### config.mk
export PLATFORM = sky130hd
export DESIGN_NAME = load_tid_tracker
export DESIGN_NICKNAME = d
export VERILOG_FILES = /design/src/rtl/tid_tracker_pkg.sv /design/src/rtl/load_tid_tracker_lzc.sv /design/src/rtl/load_tid_tracker.sv
export SDC_FILE = /design/constraint.sdc
export NUM_CORES = 1
export LEC_CHECK = 0
export ABC_AREA = 1
export CORE_ASPECT_RATIO = 1.2
export CORE_UTILIZATION = 36
export CTS_BUF_LIST = sky130_fd_sc_hd__clkbuf_4 sky130_fd_sc_hd__clkbuf_8
export DETAILED_ROUTE_END_ITERATION = 7
export PLACE_DENSITY_LB_ADDON = 0.25
export REMOVE_ABC_BUFFERS = 1
export SETUP_SLACK_MARGIN = 0.02
export SYNTH_ARGS = -nofsm -noshare
export SYNTH_HDL_FRONTEND = slang
export SYNTH_SLANG_ARGS = --single-unit
export TNS_END_PERCENT = 100
### constraint.sdc
create_clock -name clk_i -period 3.35 [get_ports clk_i]
set_input_delay 1.005 -clock clk_i [delete_from_list [all_inputs] [get_ports clk_i]]
set_output_delay 1.005 -clock clk_i [all_outputs]
set_load 0.02 [all_outputs]
### src/rtl/tid_tracker_pkg.sv
// Shared types for the load transaction-ID tracker:
// per-entry state, entry record and counter sizing.
package tid_tracker_pkg;

    typedef enum logic [1:0] {
        FREE    = 2'd0,
        PENDING = 2'd1,
        KILLED  = 2'd2
    } entry_state_e;

    // Widest requester tag an entry can hold; narrower tags are zero-extended.
    localparam int unsigned MaxTagWidth = 16;

    typedef struct packed {
        entry_state_e           state;
        logic                   nc;
        logic [MaxTagWidth-1:0] tag;
    } entry_t;

    // Bits needed to count 0..n inclusive.
    function automatic int unsigned cnt_width(input int unsigned n);
        return $clog2(n + 1);
    endfunction

endpackage

### src/rtl/load_tid_tracker_lzc.sv
// Zero counter: MODE 0 counts trailing zeros (index of lowest set bit),
// MODE 1 counts leading zeros. empty_o flags an all-zero input.
module lzc #(
    parameter int unsigned WIDTH     = 2,
    parameter bit          MODE      = 1'b0,
    localparam int unsigned CNT_WIDTH = $clog2(WIDTH)
) (
    input  logic [WIDTH-1:0]     in_i,
    output logic [CNT_WIDTH-1:0] cnt_o,
    output logic                 empty_o
);

    // Priority scan; the last hit in loop order is the one reported.
    always_comb begin
        cnt_o = '0;
        if (MODE) begin
            for (int i = 0; i < WIDTH; i++) begin
                if (in_i[i]) begin
                    cnt_o = CNT_WIDTH'(WIDTH - 1 - i);
                end
            end
        end else begin
            for (int i = WIDTH - 1; i >= 0; i--) begin
                if (in_i[i]) begin
                    cnt_o = CNT_WIDTH'(i);
                end
            end
        end
    end

    assign empty_o = ~|in_i;

endmodule

### src/rtl/load_tid_tracker.sv
// Transaction-ID tracker between the load unit and the memory port:
// grants TIDs, returns stored tags on responses, drops flushed loads.
module load_tid_tracker
    import tid_tracker_pkg::*;
#(
    parameter int unsigned NrEntries      = 8,
    parameter int unsigned TidWidth       = $clog2(NrEntries),
    parameter int unsigned TagWidth       = 4,
    parameter int unsigned MaxOutstanding = NrEntries,
    localparam int unsigned CntWidth      = cnt_width(NrEntries)
) (
    input  logic                clk_i,
    input  logic                rst_i,
    input  logic                flush_i,
    input  logic                alloc_valid_i,
    output logic                alloc_ready_o,
    input  logic                alloc_nc_i,
    input  logic [TagWidth-1:0] alloc_tag_i,
    output logic [TidWidth-1:0] alloc_tid_o,
    input  logic                rsp_valid_i,
    input  logic [TidWidth-1:0] rsp_tid_i,
    output logic                rsp_valid_o,
    output logic [TagWidth-1:0] rsp_tag_o,
    output logic                spurious_o,
    output logic [CntWidth-1:0] outstanding_o,
    output logic                empty_o
);

    localparam int unsigned IdxWidth = $clog2(NrEntries);

    entry_t               entries_q [NrEntries];
    entry_t               entries_d [NrEntries];
    logic [NrEntries-1:0] busy;
    logic [IdxWidth-1:0]  free_idx;
    logic                 none_free;
    entry_t               rsp_entry;

    logic                 alloc_fire;
    logic                 rsp_fwd;
    logic                 rsp_spur;
    logic                 rsp_free;

    logic                 nc_busy_q;
    logic                 nc_busy_d;
    logic [CntWidth-1:0]  count_q;
    logic [CntWidth-1:0]  count_d;

    logic                 rsp_valid_q;
    logic [TagWidth-1:0]  rsp_tag_q;
    logic                 spurious_q;

    logic                 unused_tag_bits;

    // Occupancy vector: an entry is busy unless it is FREE.
    always_comb begin
        busy = '0;
        for (int i = 0; i < NrEntries; i++) begin
            busy[i] = (entries_q[i].state != FREE);
        end
    end

    // Lowest-index FREE entry is the next grant.
    lzc #(
        .WIDTH (NrEntries),
        .MODE  (1'b0)
    ) u_free_lzc (
        .in_i    (~busy),
        .cnt_o   (free_idx),
        .empty_o (none_free)
    );

    assign rsp_entry       = entries_q[rsp_tid_i];
    assign unused_tag_bits = ^rsp_entry.tag;

    // Grant depends on registered state plus the request's own nc bit only.
    assign alloc_ready_o = !flush_i
                        && !none_free
                        && (count_q < CntWidth'(MaxOutstanding))
                        && !nc_busy_q
                        && (!alloc_nc_i || (count_q == '0));

    assign alloc_tid_o = TidWidth'(free_idx);
    assign alloc_fire  = alloc_valid_i && alloc_ready_o;

    // Entry FSMs, nc serialisation flag and in-flight counter next state.
    always_comb begin
        entries_d = entries_q;
        nc_busy_d = nc_busy_q;
        rsp_fwd   = 1'b0;
        rsp_spur  = 1'b0;
        rsp_free  = 1'b0;

        if (flush_i) begin
            for (int i = 0; i < NrEntries; i++) begin
                if (entries_q[i].state == PENDING) begin
                    entries_d[i].state = KILLED;
                end
            end
            // A pending nc entry is killed here, so ordering no longer binds.
            nc_busy_d = 1'b0;
        end

        if (rsp_valid_i) begin
            unique case (rsp_entry.state)
                FREE: begin
                    rsp_spur = 1'b1;
                end
                PENDING, KILLED: begin
                    rsp_free = 1'b1;
                    rsp_fwd  = (rsp_entry.state == PENDING) && !flush_i;
                    if (rsp_entry.nc) begin
                        nc_busy_d = 1'b0;
                    end
                    entries_d[rsp_tid_i].state = FREE;
                end
                default: begin
                    rsp_spur = 1'b0;
                end
            endcase
        end

        // Grant only targets a FREE entry, so it never collides with a free.
        if (alloc_fire) begin
            entries_d[free_idx] = '{
                state: PENDING,
                nc:    alloc_nc_i,
                tag:   MaxTagWidth'(alloc_tag_i)
            };
            if (alloc_nc_i) begin
                nc_busy_d = 1'b1;
            end
        end

        count_d = count_q
                + CntWidth'(alloc_fire)
                - CntWidth'(rsp_free);
    end

    // Tracker state registers.
    always_ff @(posedge clk_i or posedge rst_i) begin
        if (rst_i) begin
            for (int i = 0; i < NrEntries; i++) begin
                entries_q[i] <= '{state: FREE, nc: 1'b0, tag: '0};
            end
            nc_busy_q <= 1'b0;
            count_q   <= '0;
        end else begin
            entries_q <= entries_d;
            nc_busy_q <= nc_busy_d;
            count_q   <= count_d;
        end
    end

    // Registered response path: forwarded tag and spurious pulse.
    always_ff @(posedge clk_i or posedge rst_i) begin
        if (rst_i) begin
            rsp_valid_q <= 1'b0;
            rsp_tag_q   <= '0;
            spurious_q  <= 1'b0;
        end else begin
            rsp_valid_q <= rsp_fwd;
            spurious_q  <= rsp_spur;
            if (rsp_fwd) begin
                rsp_tag_q <= rsp_entry.tag[TagWidth-1:0];
            end
        end
    end

    assign rsp_valid_o   = rsp_valid_q;
    assign rsp_tag_o     = rsp_tag_q;
    assign spurious_o    = spurious_q;
    assign outstanding_o = count_q;
    assign empty_o       = (count_q == '0);

    // The counter must stay in range and agree with the entry array.
    a_count_range: assert property (
        @(posedge clk_i) disable iff (rst_i)
        count_q <= CntWidth'(NrEntries)
    );

    a_count_match: assert property (
        @(posedge clk_i) disable iff (rst_i)
        int'(count_q) == $countones(busy)
    );

endmodule

==> flow_summary_export.csv <==
group,metric,value,unit
power_and_ir_drop,max-vdd-ir-drop,0.0004219,V
floorplanning,num_rows,39,
power_and_ir_drop,combPwrFrac,0.296,
sta,worst_clock_skew,0.009240,ns
yosys,synth_edf_count,0,
yosys,synthSimpleGateAreaFrac,0.2740,
finish,fin_nets,521,
yosys,syn_area,3538,um2
drt,detail-route-antenna-nets,0,
setup_path,reg2reg_from,"entries_q[132]",
yosys,synth_cell_types,34,
setup_path,crit_required,2.34,ns
placement,post-place-ws,-0.5487,ns
setup_path,slowest_delay,0.44,ns
cts,cts_tree,"built",
drt,drtPass1Iterations,4,
sta,maxSlewViolCount,0,
hold_path,min_path_cells,2,
yosys,async_flop_share,1.000,
job,max_cap_viol_count,0,
floorplanning,start_util,0.3719,
sta,finalHoldViolations,0,
global_route,grt_pass1_vias,3116,
power_and_ir_drop,finalPower,2389,uW
power_and_ir_drop,switching_share,0.3494,
power_and_ir_drop,power.share.clock,0.294,
power_and_ir_drop,p_leak,0.002138,uW
yosys,synthAdderAreaFrac,0.03041,
finish,diodes,0,
drt,drtIter0Drc,173,
sta,fin_crit_sh,0.9537,
yosys,synthesis.instances,441,
setup_path,reg2reg_depth,13,
global_route,grt_pass1_wl,16.03,mm
cts,htreeDepth,3,
yosys,avgSynthCellArea,8.024,um2
power_and_ir_drop,powerDensity,546.9,nW/um2
global_route,grt.overflow.total,0,
drt,viasPerCell,5.018,
yosys,synth-main-ff-cell,"dfrtp_1",
drt,drc_errors,0,
floorplanning,core_area,9515,um2
setup_path,critical_path_class,"primary input to output pin",
finish,fillers,989,
placement,dpl.hpwl,7.206,mm
cts,worstSkewPairLatency,0.35,ns
hold_path,hp-class,"register to register",
cts,cts.reportedPaths.clkPinSlew,0.07,ns
setup_path,cp-start-kind,"primary input",
outcome,outcome,"completed",
global_route,track_usage,0.2051,
sta,fin_hold_ws,0.4709,ns
cts,cts_buffer_depth,2,
sta,tightestPinTransition,0.4716,ns
setup_path,cp_max_fo,2,
floorplanning,floorplan.die_area,10230,um2
yosys,yosysWarnings,0,
setup_path,slowest_stage,"clkdlybuf4s50_1",
global_route,grt_antenna_before_repair,0,
power_and_ir_drop,p_int,1555,uW
hold_path,whs_endpoint,"entries_q[60]",
finish,layout_commonest_cell,"nand2_1",
setup_path,path_cells,"clkdlybuf4s50_1, inv_2, nand3_1, a21oi_2, and2_1, dlygate4sd2_1",
yosys,synth_seq_cells,67,
finish,area_growth,23.48,%
setup_path,endpoint_kind,"output pin",
floorplanning,die_h,110.6,um
yosys,synth.area.mux_share,0,
finish,layout_common_cells,"nand2_1 (114), dfrtp_1 (67), inv_1 (57)",
global_route,grt_max_degree,51,
hold_path,min-delay-start,"entries_q[60]",
setup_path,r2r_setup_slack,0.90,ns
power_and_ir_drop,switchingPower,834.9,uW
cts,cts_num_sinks,67,
sta,max_slew_margin,0.6853,
floorplanning,die_w,92.50,um
drt,routed_wl,9.809,mm
yosys,synth-xor-area-share,0.004950,
sta,min_period,3.195,ns
drt,wl_per_cell,15.62,um
placement,place_area,4158,um2
sta,fmax,313.0,MHz
setup_path,r2r-end,"outstanding_o[2]",
yosys,synth_top_family_by_area,"simple AND/OR/NAND/NOR gates",
finish,fin_area,4369,um2
yosys,synth_compound_area_frac,0.1209,
placement,port_buffers,27,
cts,cts-root-buf,"clkbuf_8",
power_and_ir_drop,power_frac_seq,0.411,
finish,drive_gt1_frac,0.1822,
sta,finalWorstSetupSlack,0.1552,ns
sta,setup_violations,0,
cts,cts_hold_buf,0,
setup_path,cp_data_arrival_time,2.19,ns
placement,gp_congestion,0.8827,
drt,via_count,3151,
yosys,ys_seq_area_frac,0.4738,
sta,rsz0062_at_grt,"no",
cts,cts_buffers,9,
floorplanning,ios,28,
## layer usage
metal | part of all wire | up-vias | GRT usage
li1 | - | 1540 | -
met1 | 0.45 | 1504 | 0.2793
met2 | 0.46 | 89 | 0.3284
met3 | 0.055 | 18 | 0.03375
met4 | 0.028 | 0 | 0.07188
met5 | 0 | - | 0
## cell families (layout without fill, tap and decap cells)
kind of cell | after synthesis | after routing
xor+xnor | 2 | 2
flops | 67 | 67
fa+ha+maj | 8 | 8
compound gates | 70 | 70
buf+inv | 83 | 147
simple gates | 211 | 211
## registers in the layout (all words and copies together), names as in the netlist
register and cells:
spurious_o 1, nc_busy_q 1, outstanding_o 4, rsp_valid_o 1, entries_q 56, rsp_tag_o 4
## cell usage after synthesis, types with 2 or more instances
master / count / area [um2]
clkinv_1: 3 / 11.26
buf_4: 2 / 15.01
buf_2: 4 / 20.02
clkbuf_1: 6 / 22.52
o221ai_1: 5 / 43.79
nor3_1: 2 / 10.01
o22ai_1: 16 / 100.1
ha_1: 7 / 87.58
nor2_2: 3 / 18.77
nor2_1: 26 / 97.59
o21ai_0: 25 / 125.1
nand3_2: 3 / 30.03
nor2_4: 4 / 45.04
a211oi_1: 7 / 52.55
nand2_4: 3 / 33.78
a21oi_1: 12 / 60.06
buf_6: 2 / 22.52
nand2_1: 114 / 427.9
nand2_2: 7 / 43.79
inv_2: 7 / 26.28
dfrtp_1: 67 / 1677
a31oi_1: 2 / 12.51
nand3_1: 45 / 225.2
inv_1: 59 / 221.5
## cell type report
cell class / instances / area [um2] / area share
Clock buffer: 10 / 137.6 / 0.03150
Sequential cell: 67 / 1677 / 0.3837
Clock inverter: 6 / 63.81 / 0.01460
Tap cell: 123 / 153.9 / 0.03522
Timing Repair Buffer: 62 / 533.0 / 0.1220
Multi-Input combinational cell: 291 / 1544 / 0.3534
Inverter: 69 / 260.3 / 0.05956
## how the worst max path moves through the flow
stage                                   to         start  depth (start not counted)  slack (ns)
after floorplan           outstanding_o[2]  rsp_tid_i[0]                         14       -0.09
after global placement    outstanding_o[2]  rsp_tid_i[1]                         15       -0.50
after detailed placement  outstanding_o[2]  rsp_tid_i[1]                         15       -0.55
after CTS                 outstanding_o[2]  rsp_tid_i[1]                         15        0.09
after global routing         alloc_ready_o       flush_i                          6        0.06
final                        alloc_ready_o       flush_i                          6        0.16
## stage by stage
stage | TNS [ns] | cells | util
2_1_floorplan | -0.09204 | 427 | -
3_3_place_gp | -2.521 | 612 | 0.4369
3_5_place_dp | -2.954 | 612 | 0.4369
4_1_cts | 0 | 628 | 0.4597
5_1_grt | 0 | 628 | 0.4592
6_report | 0 | 628 | 0.4592
## worst max-delay path: cells and delay by family
| kind | cells | cell delay, ns |
|---|---|---|
| compound gates | 1 | 0.12 |
| buf+inv | 3 | 0.85 |
| simple gates | 2 | 0.22 |
## power groups by stage
stage	clock network (uW)	logic, uW	registers [uW]
2_1_floorplan	0	395	1020
3_3_place_gp	0	698	993
3_5_place_dp	0	711	998
4_1_cts	712	713	982
5_1_grt	742	785	995
6_report	702	707	981
## what timing repair did
action                                  4_1_cts  5_1_grt
pin swaps                                     1        0
gates resized for setup                       9        9
endpoints found under the setup margin        5        2
buffers inserted                              0        0
(Power assumes the default switching activity.)
